<file path="src/rtl/clk_div_ctrl.sv">
// Programmable divided-clock generator: run-time period/high-time set through a
// valid/ready config port, applied only at period boundaries, with clean start/stop.
module clk_div_ctrl #(
    parameter int CNT_W      = 16,
    parameter int DEF_PERIOD = 4,
    parameter int DEF_HIGH   = 2
) (
    input  logic             clk,
    input  logic             rst,
    input  logic             en,
    input  logic             cfg_valid,
    output logic             cfg_ready,
    input  logic [CNT_W-1:0] cfg_period,
    input  logic [CNT_W-1:0] cfg_high,
    output logic             cfg_err,
    output logic             clk_out,
    output logic             rise_pulse,
    output logic             run,
    output logic             pending,
    output logic [CNT_W-1:0] cnt
);

    typedef enum logic [1:0] {IDLE, RUN, STOP} state_t;

    localparam logic [CNT_W-1:0] ONE   = CNT_W'(1);
    localparam logic [CNT_W-1:0] TWO   = CNT_W'(2);
    localparam logic [CNT_W-1:0] DEF_P = CNT_W'(DEF_PERIOD);
    localparam logic [CNT_W-1:0] DEF_H = CNT_W'(DEF_HIGH);

    state_t           state_q, state_d;
    logic [CNT_W-1:0] cnt_q, cnt_d;
    logic [CNT_W-1:0] per_q, per_d, high_q, high_d;
    logic [CNT_W-1:0] shp_q, shp_d, shh_q, shh_d;
    logic             clk_q, clk_d, rise_q, rise_d, err_q, err_d;
    logic             pend_q, pend_d, run_q, run_d;
    logic             cfg_ok, wrap, apply;
    logic [CNT_W-1:0] cnt_inc;

    always_comb begin
        state_d = state_q;
        cnt_d   = cnt_q;
        per_d   = per_q;
        high_d  = high_q;
        shp_d   = shp_q;
        shh_d   = shh_q;
        clk_d   = clk_q;
        rise_d  = 1'b0;
        err_d   = 1'b0;
        pend_d  = pend_q;
        apply   = 1'b0;
        cnt_inc = cnt_q + ONE;
        wrap    = (cnt_q == per_q - ONE);
        cfg_ok  = (cfg_period >= TWO) && (cfg_high != '0) && (cfg_high < cfg_period);

        // Acceptance needs pend_q == 0, so it can never collide with an apply below.
        if (cfg_valid && !pend_q) begin
            if (cfg_ok) begin
                shp_d  = cfg_period;
                shh_d  = cfg_high;
                pend_d = 1'b1;
            end else begin
                err_d = 1'b1;
            end
        end

        case (state_q)
            IDLE: begin
                cnt_d = '0;
                clk_d = 1'b0;
                apply = pend_q;
                if (en) begin
                    state_d = RUN;
                    clk_d   = 1'b1;
                    rise_d  = 1'b1;
                end
            end
            RUN, STOP: begin
                state_d = en ? RUN : STOP;
                if (wrap) begin
                    cnt_d = '0;
                    apply = pend_q;
                    if (state_q == STOP && !en) begin
                        state_d = IDLE;
                        clk_d   = 1'b0;
                    end else begin
                        clk_d  = 1'b1;
                        rise_d = 1'b1;
                    end
                end else begin
                    cnt_d = cnt_inc;
                    clk_d = (cnt_inc < high_q);
                end
            end
            default: begin
                state_d = IDLE;
                cnt_d   = '0;
                clk_d   = 1'b0;
            end
        endcase

        if (apply) begin
            per_d  = shp_q;
            high_d = shh_q;
            pend_d = 1'b0;
        end
        run_d = (state_d != IDLE);
    end

    always_ff @(posedge clk or posedge rst) begin
        if (rst) begin
            state_q <= IDLE;
            cnt_q   <= '0;
            per_q   <= DEF_P;
            high_q  <= DEF_H;
            shp_q   <= DEF_P;
            shh_q   <= DEF_H;
            clk_q   <= 1'b0;
            rise_q  <= 1'b0;
            err_q   <= 1'b0;
            pend_q  <= 1'b0;
            run_q   <= 1'b0;
        end else begin
            state_q <= state_d;
            cnt_q   <= cnt_d;
            per_q   <= per_d;
            high_q  <= high_d;
            shp_q   <= shp_d;
            shh_q   <= shh_d;
            clk_q   <= clk_d;
            rise_q  <= rise_d;
            err_q   <= err_d;
            pend_q  <= pend_d;
            run_q   <= run_d;
        end
    end

    assign cfg_ready  = !pend_q;
    assign cfg_err    = err_q;
    assign clk_out    = clk_q;
    assign rise_pulse = rise_q;
    assign run        = run_q;
    assign pending    = pend_q;
    assign cnt        = cnt_q;

endmodule

</file>
<file path="config.mk">
export PLATFORM = sky130hd
export DESIGN_NAME = clk_div_ctrl
export DESIGN_NICKNAME = d
export VERILOG_FILES = /design/src/rtl/clk_div_ctrl.sv
export SDC_FILE = /design/constraint.sdc
export NUM_CORES = 1
export LEC_CHECK = 0
export ABC_AREA = 1
export BUFFER_PORTS_ARGS = -buffer_cell sky130_fd_sc_hd__buf_4
export CAP_MARGIN = 20
export CORE_MARGIN = 10
export CORE_UTILIZATION = 50
export DETAILED_ROUTE_END_ITERATION = 10
export GPL_TIMING_DRIVEN = 1
export PLACE_DENSITY = 0.72
export SLEW_MARGIN = 20
export SYNTH_ARGS = -nofsm -noshare
export SYNTH_HDL_FRONTEND = slang
export SYNTH_SLANG_ARGS = --single-unit
</file>
<file path="constraint.sdc">
create_clock -name clk -period 5.25 [get_ports clk]
set_clock_uncertainty 0.2 [all_clocks]
set_input_delay 0.2625 -clock clk [delete_from_list [all_inputs] [get_ports clk]]
set_output_delay 0.2625 -clock clk [all_outputs]
set_load 0.02 [all_outputs]
</file>
# After elaboration in Yosys (flattened, before gate mapping)
# Cells that the tools add are included.
dict set report totals {
  register_bits 87
  input_bits 36
  output_inout_bits 22
  elab_cells 53
}
dict set report classes {
  n_addsub 2
  n_lt_le_gt_ge 3
  eq_ne 3
  n_mux 20
  reduce_logical 14
}
# op n
set ops {}
lappend ops {{$lt A16 B16 Y1} 2}
lappend ops {{$mux W16} 2}
lappend ops {{$add A16 B1 Y16 const B} 1}
lappend ops {{$eq A16 B16 Y1} 1}
lappend ops {{$ge A16 B2 Y1 const B} 1}
lappend ops {{$reduce_bool A16 Y1} 1}
lappend ops {{$sub A16 B1 Y16 const B} 1}
lappend ops {{$mux W1} 10}
lappend ops {{$mux W2} 4}
lappend ops {{$pmux W1 S2} 3}
lappend ops {{$reduce_bool A2 Y1} 3}
lappend ops {{$logic_and A1 B1 Y1} 4}
lappend ops {{$pmux W2 S2} 1}
lappend ops {{$reduce_and A2 Y1} 2}
lappend ops {{$eq A2 B1 Y1 const B} 1}
lappend ops {{$eq A2 B2 Y1 const B} 1}
lappend ops {{$logic_not A1 Y1} 2}
lappend ops {{$logic_not A2 Y1} 1}
lappend ops {{$reduce_or A2 Y1} 1}

# Depth between registers and ports, before layout
dict set report depth {
  word_depth 6
  depth_mapped 18
  depth_no_buf 18
}

# Worst setup path after synthesis
# No wires, ideal clock.
dict set report synth_path {
  path_kind {register -> register}
  start {register cnt_q[0], in the netlist cnt[0]}
  end {register clk_q, in the netlist clk_out}
  setup_ns 0.066
  arrival_ns 2.574
  required_ns 4.984
  path_slack_ns 2.410
  path_stages_with_launch 18
  n_path_buf 0
  synth_period_minus_slack_ns 2.840
  cell_sequence {dfrtp_1 -> ha_1 -> nand3_1 -> nor2_1 -> nand4_1 -> nor3_1 -> nand3_1 -> nand3b_1 -> xor2_1 -> inv_1 -> ha_1 -> nand2_1 -> inv_1 -> nand2_1 -> nand3_1 -> a31oi_1 -> nand4_1 -> nand2_1}
}
dict set report synth_between {
  elab_chain_cells 4
  word_cells_on_any_way 5
  cone_classes {1 x add/sub; 1 x order compare; 1 x eq/ne; 2 x mux}
}
# item line_no
set synth_lines {}
lappend synth_lines {{from (decl)} 31} ;# logic [CNT_W-1:0] cnt_q, cnt_d;
lappend synth_lines {{from (signal assigned)} 124} ;# cnt_q <= cnt_d;
lappend synth_lines {{$add A16 B1 Y16} 51} ;# cnt_inc = cnt_q + ONE;
lappend synth_lines {{$lt A16 B16 Y1} 91} ;# clk_d = (cnt_inc < high_q);
lappend synth_lines {{$mux W1 (*)} 79} ;# if (wrap) begin
lappend synth_lines {{$pmux W1 S2 (*)} 66} ;# case (state_q)
lappend synth_lines {{named net clk_d} 34} ;# logic clk_q, clk_d, rise_q, rise_d, err_q, err_d;
lappend synth_lines {{to (signal assigned)} 129} ;# clk_q <= clk_d;
lappend synth_lines {{to (decl)} 34}
# The timed path passes the listed nets; every way through them passes the cells marked *.
# A chain may end at the register's enable or synchronous reset.

# Final worst setup path
dict set report layout_path {
  start {register cnt_q[2], in the netlist cnt[2]}
  end {register clk_q, in the netlist clk_out}
}
# Same word-level chain as after synthesis.

==> impl_summary.txt <==
----------------------------------------------------
[Global route]
  Global route overflow ... 0
  Layer carrying the most global-route usage ... met2
  Fraction of met3 tracks used by global routing ... 2.68%
  First-pass GRT wire length ... 20.8 mm
  Via count of the first global-routing pass ... 4575
  Largest net degree at the start of global routing ... 88
  Number of antenna violations at the first check in global routing ... 0
  Total GRT Usage ... 16.6%
  Met2 routing resource usage after global routing ... 25.9%
  Met1 Resource Use GR ... 23.3%

[Logic synthesis]
  Most frequent cells after synthesis ... 184 x sky130_fd_sc_hd__nand2_1, 105 x sky130_fd_sc_hd__inv_1, 83 x sky130_fd_sc_hd__dfrtp_1, 60 x sky130_fd_sc_hd__nand3_1, 56 x sky130_fd_sc_hd__nor2_1
  Synth Flop Type ... sky130_fd_sc_hd__dfrtp_1
  Sequential fraction of the synthesis area ... 42.2%
  Synthesized net count ... 747
  Yosys top cell area share ... 40.2%
  Most area-consuming cells after synthesis ... sky130_fd_sc_hd__dfrtp_1 40%, sky130_fd_sc_hd__nand2_1 13%, sky130_fd_sc_hd__ha_1 8.5%
  Number of different library cells in the post-synthesis netlist ... 33
  Register bit count reported by yosys ... 87
  Number of synthesized flops with an enable pin ... 0
  Async S/R FF share, synth ... 100%
  Warnings from Yosys ... 0
  Post-synthesis instance area ... 5170 um^2
  Instance count of the mapped netlist ... 676
  Top cell type by total area after synthesis ... sky130_fd_sc_hd__dfrtp_1
  Most frequent cell after synthesis ... sky130_fd_sc_hd__nand2_1
  Synth Area per Inst ... 7.64 um^2

[Worst hold path]
  Worst hold endpoint ... shp_q[7]$_DFFE_PP0P_
  Min-delay src ... cfg_period[7]
  Cell count of the worst hold path ... 3
  Hold Crit Class ... in -> reg

[Critical path]
  Count of cells along the worst register-to-register path ... 18
  Critical path launch point type ... register
  Category of the critical setup timing path ... reg -> reg
  Required time at the worst-slack endpoint ... 5.34 ns
  CP Data Arrival Time ... 3.25 ns
  Register-to-register setup slack ... 2.09 ns
  Number of buffer and inverter stages on the critical path ... 3
  Maximum fanout encountered on the critical timing path ... 5
  Worst setup EP type ... register
  FF-to-FF End ... clk_out$_DFF_PP0_
  Reg2Reg Launch Point ... cnt[2]$_DFF_PP0_
  Slowest cell on the critical path ... sky130_fd_sc_hd__dfrtp_1
  Family with the most delay on the worst path ... simple AND/OR/NAND/NOR gates
  Delay of the slowest cell on the worst path ... 0.45 ns
  Worst path cell trace ... inv_1 -> nor2_1 -> nand3_1 -> nor2_1 -> nand3_1 -> nor2_1 -> nand3_1 -> nor2_1 -> xnor2_1 -> inv_1 -> ha_1 -> nand2_1 -> inv_1 -> nand2_1 -> nand3_1 -> a31oi_1 -> nand4_1 -> nand2_1

[Outcome]
  Result of the run ... completed

[Layout]
  Number of filler cells placed in the layout ... 912
  Combined area of the multi-input logic cells ... 2490 um^2
  Area taken by flip-flops and latches ... 2180 um^2
  Antenna cells ... 0
  Area growth syn-to-layout ... 18.7%
  Fraction of layout instances using a drive strength above 1 ... 12.7%
  Final instance area ... 6130 um^2
  Number of nets in the final layout ... 820

[Place]
  Number of input and output port buffers inserted ... 57
  Half-perimeter wire length of the detailed placement result ... 8.92 mm
  Setup Slack @ Placement ... 2.13 ns
  Routability cong. ... 0.927
  Area after DPL ... 5690 um^2

[Timing]
  Setup Total Neg Slack ... 0 ns
  Final count of hold timing violations ... 0
  Highest clock frequency the design can meet ... 316 MHz
  Number of pins exceeding their max-slew limit in the final report ... 0
  Finish-stage setup viols ... 0
  Actual transition at the worst max-transition pin ... 0.758 ns
  Final period util ... 60.2%
  Setup repair after global routing missed its margin ... no
  Worst slew margin ... 49.5%
  Post-layout min period ... 3.16 ns
  Worst-case setup margin in the final layout ... 2.09 ns

[Clock network]
  Clock root buffer master ... sky130_fd_sc_hd__clkbuf_8
  Sink count of the clock tree ... 87
  Skew-Pair Late Insertion Delay ... 0.35 ns
  CTS resizes ... 0
  CTS H-Tree Depth ... 3
  CTS tree ... done
  Number of buffers created by CTS ... 9
  Number of buffers on the longest clock path ... 2
  Reg clk slew, reported paths ... 0.09 ns

[Power and ir drop]
  Share of power burned in combinational logic ... 44.5%
  Proportion of power drawn by the clock network ... 17.5%
  Internal Dissipation ... 1.69 mW
  Switching pwr ... 1.28 mW
  Sw frac ... 43.1%
  Leakage power summed over all cells ... 3.32 nW
  IR drop worst, VDD ... 0.201 mV
  Total design power ... 2.97 mW
  Sequential Power Share ... 38.0%
  PD cells ... 484 nW/um^2

[Die]
  Number of placement rows ... 37
  Y dimension of the die ... 122 um
  Initial standard-cell utilization of the core ... 50.7%
  Die outline area ... 14800 um^2
  Total I/O pin count ... 58
  Placeable core area ... 10200 um^2
  Die extent in x ... 122 um

[Drt]
  Count of TritonRoute iterations in the first routing pass ... 5
  Drt wl/cell ... 13.3 um
  Detailed-route DRC error count ... 0
  Total Routed Length ... 11.8 mm
  Antenna violation net count after detailed routing ... 0
  Vias post-DR ... 4406
  Drt first-iter violations ... 337
  Routed via count divided by cell count ... 4.95

[Flow run]
  Number of maximum-capacitance violations ... 0

----------------------------------------------------
-- sequential cells by signal, summed over array words and instances, names as in the netlist --
name,count
cnt,16
high_q,16
per_q,16
shh_q,16
shp_q,16
state_q,2
cfg_err,1
clk_out,1
pending,1
rise_pulse,1
run,1
-- layer usage --
metal  routed length (um)  vias up
met5                    0        -
met4                  190        0
met3                  494       14
met2                 5330      114
met1                 5820     1999
li1                     -     2279
-- final cells by class --
cell class | count | share of cell area, %
timing repair buffer | 79 | 10.8
clock buffer | 10 | 2.08
tap | 136 | 2.78
clock inverter | 6 | 1.51
inverter | 107 | 6.57
sequential | 87 | 35.6
multi-input combinational | 465 | 40.6
-- cells by family (layout without fill, tap and decap cells) --
| group | Yosys count | count (layout) | synth area share (%) |
|---|---|---|---|
| fa+ha+maj | 35 | 35 | 8.48 |
| simple gates | 341 | 341 | 28.6 |
| xor+xnor | 29 | 29 | 4.92 |
| compound gates | 60 | 60 | 6.10 |
| flops | 87 | 87 | 42.2 |
| buf+inv | 124 | 202 | 9.69 |
-- what timing repair did --
item,in CTS,in global routing
hold endpoints to repair,18,24
setup buffers,0,0
hold buffers,18,1
-- cell usage in the layout (no fill, tap or decap), drive strengths merged, types with 2 or more instances in the layout --
cell type	instances
a211oi	2
a21oi	13
and2	2
buf	60
bufinv	2
clkbuf	10
clkinvlp	2
dfrtp	83
dfstp	4
dlygate4sd3	19
ha	35
inv	108
nand2	188
nand3	60
nand3b	7
nand4	9
nor2	62
nor3	5
nor4	5
o21ai	41
or2	2
xnor2	10
xor2	19
-- per-stage QoR --
stage,std cells,hold WS (ns),util [%]
global route,890,0.00653,60.2
global placement,854,0.259,55.9
finish,890,0.00894,60.2
detailed placement,854,0.255,55.9
floorplan,676,0.174,-
CTS,888,0.000604,59.8
-- tightest hold or removal path, stage by stage --
cell,delay [ns]
sky130_fd_sc_hd__buf_4,0.11
sky130_fd_sc_hd__inv_1,0.06
sky130_fd_sc_hd__o21ai_0,0.08
-- worst max-delay path by stage --
stage,from,end,slack (ns),cells after the start
after floorplan,cnt[0]$_DFF_PP0_,clk_out$_DFF_PP0_,2.41,17
after global placement,cnt[0]$_DFF_PP0_,clk_out$_DFF_PP0_,2.21,17
after detailed placement,cnt[2]$_DFF_PP0_,clk_out$_DFF_PP0_,2.13,18
after CTS,cnt[2]$_DFF_PP0_,clk_out$_DFF_PP0_,2.09,18
after global routing,cnt[2]$_DFF_PP0_,clk_out$_DFF_PP0_,1.74,18
final,cnt[2]$_DFF_PP0_,clk_out$_DFF_PP0_,2.09,18
-- power groups by stage --
| stage | registers [mW] | clock network, mW | logic [mW] |
|---|---|---|---|
| final | 1.13 | 0.520 | 1.32 |
| after global routing | 1.16 | 0.556 | 1.52 |
| after detailed placement | 1.13 | 0 | 1.30 |
| after global placement | 1.13 | 0 | 1.24 |
| after CTS | 1.12 | 0.532 | 1.32 |
| after floorplan | 1.10 | 0 | 1.02 |
Power figures use the tool's default switching activity.
